$ cat src/rtl/riscv_pkg.sv
// Shared constants for the RV32I core pipeline: datapath width, reset vector,
// the bubble instruction and the register-field positions inside an instruction.
package riscv_pkg;

   localparam int          XLEN         = 32;
   localparam logic [31:0] RESET_VECTOR = 32'h0000_0000;
   localparam logic [31:0] NOP_INSTR    = 32'h0000_0013;  // addi x0,x0,0

   localparam int RS1_LSB = 15;
   localparam int RS2_LSB = 20;
   localparam int RD_LSB  = 7;
   localparam int REG_W   = 5;

   // Extract a register specifier starting at bit lsb of an instruction word.
   function automatic logic [REG_W-1:0] reg_field(input logic [31:0] instr, input int lsb);
      return instr[lsb +: REG_W];
   endfunction

endpackage

$ cat src/rtl/fetch_ifid_stage_if.sv
// Bundle between the fetch/IF-ID stage and its surroundings: hazard-unit
// controls, the redirect from E, the instruction-memory port and the D outputs.
// master = the fetch stage, slave = the rest of the core / instruction memory.
interface fetch_ifid_stage_if #(
   parameter int XLEN = riscv_pkg::XLEN
);

   // hazard unit / execute stage -> fetch
   logic                      StallF;
   logic                      StallD;
   logic                      FlushD;
   logic                      PCSrcE;
   logic [XLEN-1:0]           PCTargetE;

   // instruction memory
   logic [XLEN-1:0]           PCF;
   logic [31:0]               imem_rdata;

   // decode-stage view
   logic [31:0]               InstrD;
   logic [XLEN-1:0]           PCD;
   logic [XLEN-1:0]           PCPlus4D;
   logic                      ValidD;
   logic [riscv_pkg::REG_W-1:0] rs1D;
   logic [riscv_pkg::REG_W-1:0] rs2D;
   logic [riscv_pkg::REG_W-1:0] rdD;

   modport master (
      input  StallF, StallD, FlushD, PCSrcE, PCTargetE, imem_rdata,
      output PCF, InstrD, PCD, PCPlus4D, ValidD, rs1D, rs2D, rdD
   );

   modport slave (
      output StallF, StallD, FlushD, PCSrcE, PCTargetE, imem_rdata,
      input  PCF, InstrD, PCD, PCPlus4D, ValidD, rs1D, rs2D, rdD
   );

endinterface

$ cat src/rtl/pipe_reg_en_clr.sv
// Generic pipeline register: async active-low reset and synchronous clear both
// load CLR_VAL; clear has priority over the load enable.
module pipe_reg_en_clr #(
   parameter int           W       = 32,
   parameter logic [W-1:0] CLR_VAL = '0
) (
   input  logic         clk,
   input  logic         rst_n,
   input  logic         en,
   input  logic         clr,
   input  logic [W-1:0] d,
   output logic [W-1:0] q
);

   // Register with reset, then clear, then enable priority.
   always_ff @(posedge clk or negedge rst_n) begin
      if (!rst_n) begin
         q <= CLR_VAL;
      end else if (clr) begin
         q <= CLR_VAL;
      end else if (en) begin
         q <= d;
      end
   end

endmodule

$ cat src/rtl/fetch_ifid_stage.sv
// Fetch stage plus IF/ID register. Owns the PC, addresses instruction memory
// and captures the returned word together with its PC into the decode stage.
// A redirect from E overrides a fetch stall; a flush overrides a decode stall.
module fetch_ifid_stage #(
   parameter int              XLEN         = riscv_pkg::XLEN,
   parameter logic [XLEN-1:0] RESET_VECTOR = riscv_pkg::RESET_VECTOR,
   parameter logic [31:0]     NOP_INSTR    = riscv_pkg::NOP_INSTR
) (
   input  logic                clk,
   input  logic                rst_n,
   fetch_ifid_stage_if.master  bus
);

   import riscv_pkg::reg_field;
   import riscv_pkg::RS1_LSB;
   import riscv_pkg::RS2_LSB;
   import riscv_pkg::RD_LSB;

   // ---------------- PC register ----------------
   logic [XLEN-1:0] pc_reg;
   logic [XLEN-1:0] pc_plus4;
   logic [XLEN-1:0] pc_next;
   logic            pc_en;

   // Wraps naturally modulo 2^XLEN.
   assign pc_plus4 = pc_reg + XLEN'(4);
   // Redirect target is passed through untouched, including its low bits.
   assign pc_next  = bus.PCSrcE ? bus.PCTargetE : pc_plus4;
   // A redirect must be taken even while fetch is stalled.
   assign pc_en    = bus.PCSrcE | ~bus.StallF;

   pipe_reg_en_clr #(
      .W       (XLEN),
      .CLR_VAL (RESET_VECTOR)
   ) u_pc_reg (
      .clk   (clk),
      .rst_n (rst_n),
      .en    (pc_en),
      .clr   (1'b0),
      .d     (pc_next),
      .q     (pc_reg)
   );

   // ---------------- IF/ID register ----------------
   // Packed as {instr, pc, pc+4, valid}; the bubble value doubles as reset value.
   localparam int                IFID_W      = 32 + 2 * XLEN + 1;
   localparam logic [IFID_W-1:0] IFID_BUBBLE = {NOP_INSTR, {XLEN{1'b0}}, {XLEN{1'b0}}, 1'b0};

   logic [IFID_W-1:0] ifid_d;
   logic [IFID_W-1:0] ifid_q;
   logic [31:0]       instr_d;
   logic [XLEN-1:0]   pc_d;
   logic [XLEN-1:0]   pc_plus4_d;
   logic              valid_d;

   assign ifid_d = {bus.imem_rdata, pc_reg, pc_plus4, 1'b1};

   pipe_reg_en_clr #(
      .W       (IFID_W),
      .CLR_VAL (IFID_BUBBLE)
   ) u_ifid_reg (
      .clk   (clk),
      .rst_n (rst_n),
      .en    (~bus.StallD),
      .clr   (bus.FlushD),
      .d     (ifid_d),
      .q     (ifid_q)
   );

   assign {instr_d, pc_d, pc_plus4_d, valid_d} = ifid_q;

   // ---------------- outputs ----------------
   assign bus.PCF      = pc_reg;
   assign bus.InstrD   = instr_d;
   assign bus.PCD      = pc_d;
   assign bus.PCPlus4D = pc_plus4_d;
   assign bus.ValidD   = valid_d;

   // Register specifiers for load-use detection; the bubble decodes to x0.
   assign bus.rs1D = reg_field(instr_d, RS1_LSB);
   assign bus.rs2D = reg_field(instr_d, RS2_LSB);
   assign bus.rdD  = reg_field(instr_d, RD_LSB);

endmodule

$ cat src/flat_wrapper.sv
// flat-port wrapper written by rule: the top's interface ports become plain ports
module fetch_ifid_stage_flat import riscv_pkg::reg_field; import riscv_pkg::RS1_LSB; import riscv_pkg::RS2_LSB; import riscv_pkg::RD_LSB;
#(
   parameter int              XLEN         = riscv_pkg::XLEN,
   parameter logic [XLEN-1:0] RESET_VECTOR = riscv_pkg::RESET_VECTOR,
   parameter logic [31:0]     NOP_INSTR    = riscv_pkg::NOP_INSTR
)
  (clk, rst_n, bus_StallF, bus_StallD, bus_FlushD, bus_PCSrcE, bus_PCTargetE, bus_imem_rdata, bus_PCF, bus_InstrD, bus_PCD, bus_PCPlus4D, bus_ValidD, bus_rs1D, bus_rs2D, bus_rdD);
  fetch_ifid_stage_if #(.XLEN(XLEN)) bus_i ();
  input  logic clk;
  input  logic rst_n;
  input wire logic [$bits(bus_i.StallF)-1:0] bus_StallF;
  input wire logic [$bits(bus_i.StallD)-1:0] bus_StallD;
  input wire logic [$bits(bus_i.FlushD)-1:0] bus_FlushD;
  input wire logic [$bits(bus_i.PCSrcE)-1:0] bus_PCSrcE;
  input wire logic [$bits(bus_i.PCTargetE)-1:0] bus_PCTargetE;
  input wire logic [$bits(bus_i.imem_rdata)-1:0] bus_imem_rdata;
  output wire logic [$bits(bus_i.PCF)-1:0] bus_PCF;
  output wire logic [$bits(bus_i.InstrD)-1:0] bus_InstrD;
  output wire logic [$bits(bus_i.PCD)-1:0] bus_PCD;
  output wire logic [$bits(bus_i.PCPlus4D)-1:0] bus_PCPlus4D;
  output wire logic [$bits(bus_i.ValidD)-1:0] bus_ValidD;
  output wire logic [$bits(bus_i.rs1D)-1:0] bus_rs1D;
  output wire logic [$bits(bus_i.rs2D)-1:0] bus_rs2D;
  output wire logic [$bits(bus_i.rdD)-1:0] bus_rdD;
  assign bus_i.StallF = bus_StallF;
  assign bus_i.StallD = bus_StallD;
  assign bus_i.FlushD = bus_FlushD;
  assign bus_i.PCSrcE = bus_PCSrcE;
  assign bus_i.PCTargetE = bus_PCTargetE;
  assign bus_i.imem_rdata = bus_imem_rdata;
  assign bus_PCF = bus_i.PCF;
  assign bus_InstrD = bus_i.InstrD;
  assign bus_PCD = bus_i.PCD;
  assign bus_PCPlus4D = bus_i.PCPlus4D;
  assign bus_ValidD = bus_i.ValidD;
  assign bus_rs1D = bus_i.rs1D;
  assign bus_rs2D = bus_i.rs2D;
  assign bus_rdD = bus_i.rdD;
  fetch_ifid_stage #(.XLEN(XLEN), .RESET_VECTOR(RESET_VECTOR), .NOP_INSTR(NOP_INSTR)) u_core (.clk(clk), .rst_n(rst_n), .bus(bus_i));
endmodule
$ cat config.mk
export PLATFORM = sky130hd
export DESIGN_NAME = fetch_ifid_stage_flat
export DESIGN_NICKNAME = d
export VERILOG_FILES = /design/src/rtl/riscv_pkg.sv /design/src/rtl/fetch_ifid_stage_if.sv /design/src/rtl/pipe_reg_en_clr.sv /design/src/rtl/fetch_ifid_stage.sv /design/src/flat_wrapper.sv
export SDC_FILE = /design/constraint.sdc
export NUM_CORES = 1
export LEC_CHECK = 0
export BUFFER_PORTS_ARGS = -buffer_cell sky130_fd_sc_hd__buf_2
export CAP_MARGIN = 20
export CORE_AREA = 2 2 140 142
export CTS_CLUSTER_SIZE = 8
export DETAILED_ROUTE_END_ITERATION = 10
export DIE_AREA = 0 0 142 144
export PLACE_DENSITY_LB_ADDON = 0.2
export SETUP_SLACK_MARGIN = 0.1
export SLEW_MARGIN = 20
export SYNTH_ARGS = -nofsm -noshare
export SYNTH_HDL_FRONTEND = slang
export SYNTH_HIERARCHICAL = 1
export SYNTH_SLANG_ARGS = --single-unit
$ cat constraint.sdc
create_clock -name clk -period 2.1 [get_ports clk]
set_clock_uncertainty 0.1 [all_clocks]
set_input_delay 0.315 -clock clk [delete_from_list [all_inputs] [get_ports clk]]
set_output_delay 0.315 -clock clk [all_outputs]
set_load 0.02 [all_outputs]
==> results_dict.tcl <==
set metrics [dict create \
    cp-start-kind "flop" \
    final_cell_mix "buf_2 (211), nor2_1 (142), mux2i_1 (126), dfrtp_1 (107), buf_4 (63)" \
    io_pins 214 \
    synth.distinct_cells 40 \
    dpl_cell_area_um2 8110 \
    maxCapViolCount 0 \
    worstSetupEndpoint "u_core/u_pc_reg/q[19]" \
    cellLeakagePower_nw 5.03 \
    slew_viol_final 0 \
    worst-path-max-fanout 7 \
    wl_um 18800 \
    violations "negative setup slack" \
    gp_congestion 0.794 \
    cts-buffers-inserted 17 \
    syn_inst 605 \
    yosysTopAreaCell "dfrtp_1" \
    fillCellCount 1789 \
    cp.required_ns 2.31 \
    cp-end-kind "flop" \
    core-area_um2 19100 \
    antenna_found_initial 1 \
    dpl.hpwl_um 13400 \
    synth_warnings 6 \
    wl_per_cell_um 16.9 \
    postSynthAreaPerCell_um2 10.7 \
    cts_buffer_depth 2 \
    vias_per_cell 4.79 \
    synth_top_area_share_pct 48.6 \
    hold_depth 2 \
    finalSetupViolCount 1 \
    grt_pass1_wl_um 28900 \
    netlist_area_um2 6490 \
    grt_max_degree 46 \
    drt_iter0_markers 228 \
    clk_pin_slew_ns 0.06 \
    ant_nets 0 \
    nNetsFinal 934 \
    die_y_um 144 \
    die_w_um 142 \
    drive_gt1_share_pct 45.0 \
    io_buffer_count 213 \
    r2r_cells 8 \
    yosys_register_bits 129 \
    cts.sinks 129 \
    timing.rr.end "u_core/u_pc_reg/q[19]" \
    period_minus_slack_ns 2.10 \
    drtPass1Iterations 4 \
    crit_type "reg -> reg" \
    cts_tree "built" \
    hold_class "in -> reg" \
    fin_area_um2 9130 \
    finalHoldViolCount 0 \
    synth_edf_count 0 \
    peakVddDrop_mv 0.558 \
    grt_pass1_vias 5235 \
    post-route-period-util_pct 100 \
    track_usage_pct 18.4 \
    async_reset_ff_share_pct 100 \
    final_common_cell "buf_2" \
    startpoint "u_core/u_pc_reg/q[6]" \
    holdWs_ns 0.0191 \
    worstSkewPairLatency_ns 0.42 \
    crit-reg2reg-launch "u_core/u_pc_reg/q[6]" \
    grt.overflow.total 0 \
    cts_max_level 4 \
    drc 0 \
    layout_setup_ws_ns -0.000311 \
    synth_seq_area_share_pct 49.8 \
    max_freq_ghz 0.476 \
    num_vias 5339 \
    die_area_um2 20400 \
    r2r_slack_ns -0.0003 \
    synthTopCellsByArea "dfrtp_1 (49%), mux2i_1 (19%), nor2_1 (8.2%)" \
    clockRootBuffer "clkbuf_16" \
    area_delta_synth_final_pct 40.8 \
    powerDensity_nw_per_um2 809 \
    arrival_ns 2.31 \
    grt_setup_unrepaired "true" \
    synth_ff_type "dfrtp_1" \
    status "finished with violations" \
    floorplan.rows 51 \
    initial_utilization_pct 34.0 \
]
==> power breakdown <==
group	leakage (nW)	internal [mW]	total [mW]	switching (mW)
Combinational	2.98	0.451	1.11	0.655
Sequential	1.71	2.62	2.70	0.0829
Clock	0.341	2.42	3.58	1.16
Total	5.03	5.49	7.39	1.90
==> worst max-delay path, cell delays in order (launching register included) <==
cell and delay (ns):
dfrtp_2 0.36, nand4_1 0.19, or4_4 0.53, buf_4 0.16
buf_4 0.15, o31ai_4 0.18, a31oi_1 0.11, mux2i_1 0.16
nor2_1 0.06
==> sequential cells by signal, indices dropped and copies added (netlist names) <==
name,cells
u_core/u_pc_reg/q,32
u_core/u_ifid_reg/q,97
==> worst min-delay path by stage <==
stage / endpoint / startpoint
final: u_core/u_ifid_reg/q[65] / bus_imem_rdata[0]
after global routing: u_core/u_ifid_reg/q[65] / bus_imem_rdata[0]
after CTS: u_core/u_ifid_reg/q[65] / bus_imem_rdata[0]
after detailed placement: u_core/u_ifid_reg/q[24] / rst_n
after global placement: u_core/u_ifid_reg/q[24] / rst_n
after floorplan: u_core/u_ifid_reg/q[0] / rst_n
==> synth_stat cells (6+ instances only) <==
cell        n
nor2_1    142
dfrtp_1   126
mux2i_1   126
nand2_1    25
buf_4      23
mux2_2     17
clkbuf_1   14
xnor2_1    11
a31oi_1    10
nand3_1    10
nand4_1    10
nor4_1      8
nor2b_1     7
xor2_1      7
or4_1       6
==> metal layers <==
metal | wire length, um | share of wire [%] | track usage, %
met3 | 1120 | 5.9 | 5.23
met4 | 369 | 2.0 | 6.47
met2 | 9050 | 48 | 30.1
met1 | 8280 | 44 | 23.5
met5 | 0 | 0 | 0
==> per-stage QoR <==
stage	total power [mW]	utilization (%)	std cells	TNS [ns]	setup WS, ns
finish	7.39	47.9	1115	-0.000311	-0.000311
CTS	7.45	46.6	1108	0	0.00489
global route	7.71	47.8	1114	-0.419	-0.0784
floorplan	3.41	-	609	-0.491	-0.110
global placement	3.82	42.5	1068	0	0.0483
detailed placement	3.83	42.5	1068	0	0.00300
==> logic make-up after synthesis <==
| logic type | synth area share, % |
|---|---|
| compound gates | 3.13 |
| mux | 22.4 |
| xor+xnor | 2.43 |
| flops | 49.8 |
| fa+ha+maj | 0.193 |
| buf+inv | 6.39 |
| other cells | 0.116 |
| simple gates | 15.5 |
==> cell type report <==
| type | instances | area, um^2 | area share [%] |
|---|---|---|---|
| antenna | 1 | 2.50 | 0.0274 |
| multi-input combinational | 421 | 3090 | 33.9 |
| sequential | 129 | 3260 | 35.7 |
| clock buffer | 20 | 457 | 5.00 |
| inverter | 6 | 27.5 | 0.301 |
| tap | 238 | 298 | 3.26 |
| timing repair buffer | 288 | 1740 | 19.1 |
| clock inverter | 12 | 253 | 2.77 |
==> timing repair <==
action / CTS / global route
hold endpoints to repair: 43 / 0
gates resized for setup: 2 / 36
pin swaps: 1 / 13
setup buffers: 5 / 7
endpoints found under the setup margin: 11 / 34
hold buffers: 3 / 0
Note: power is estimated with default switching activity, not from simulation.
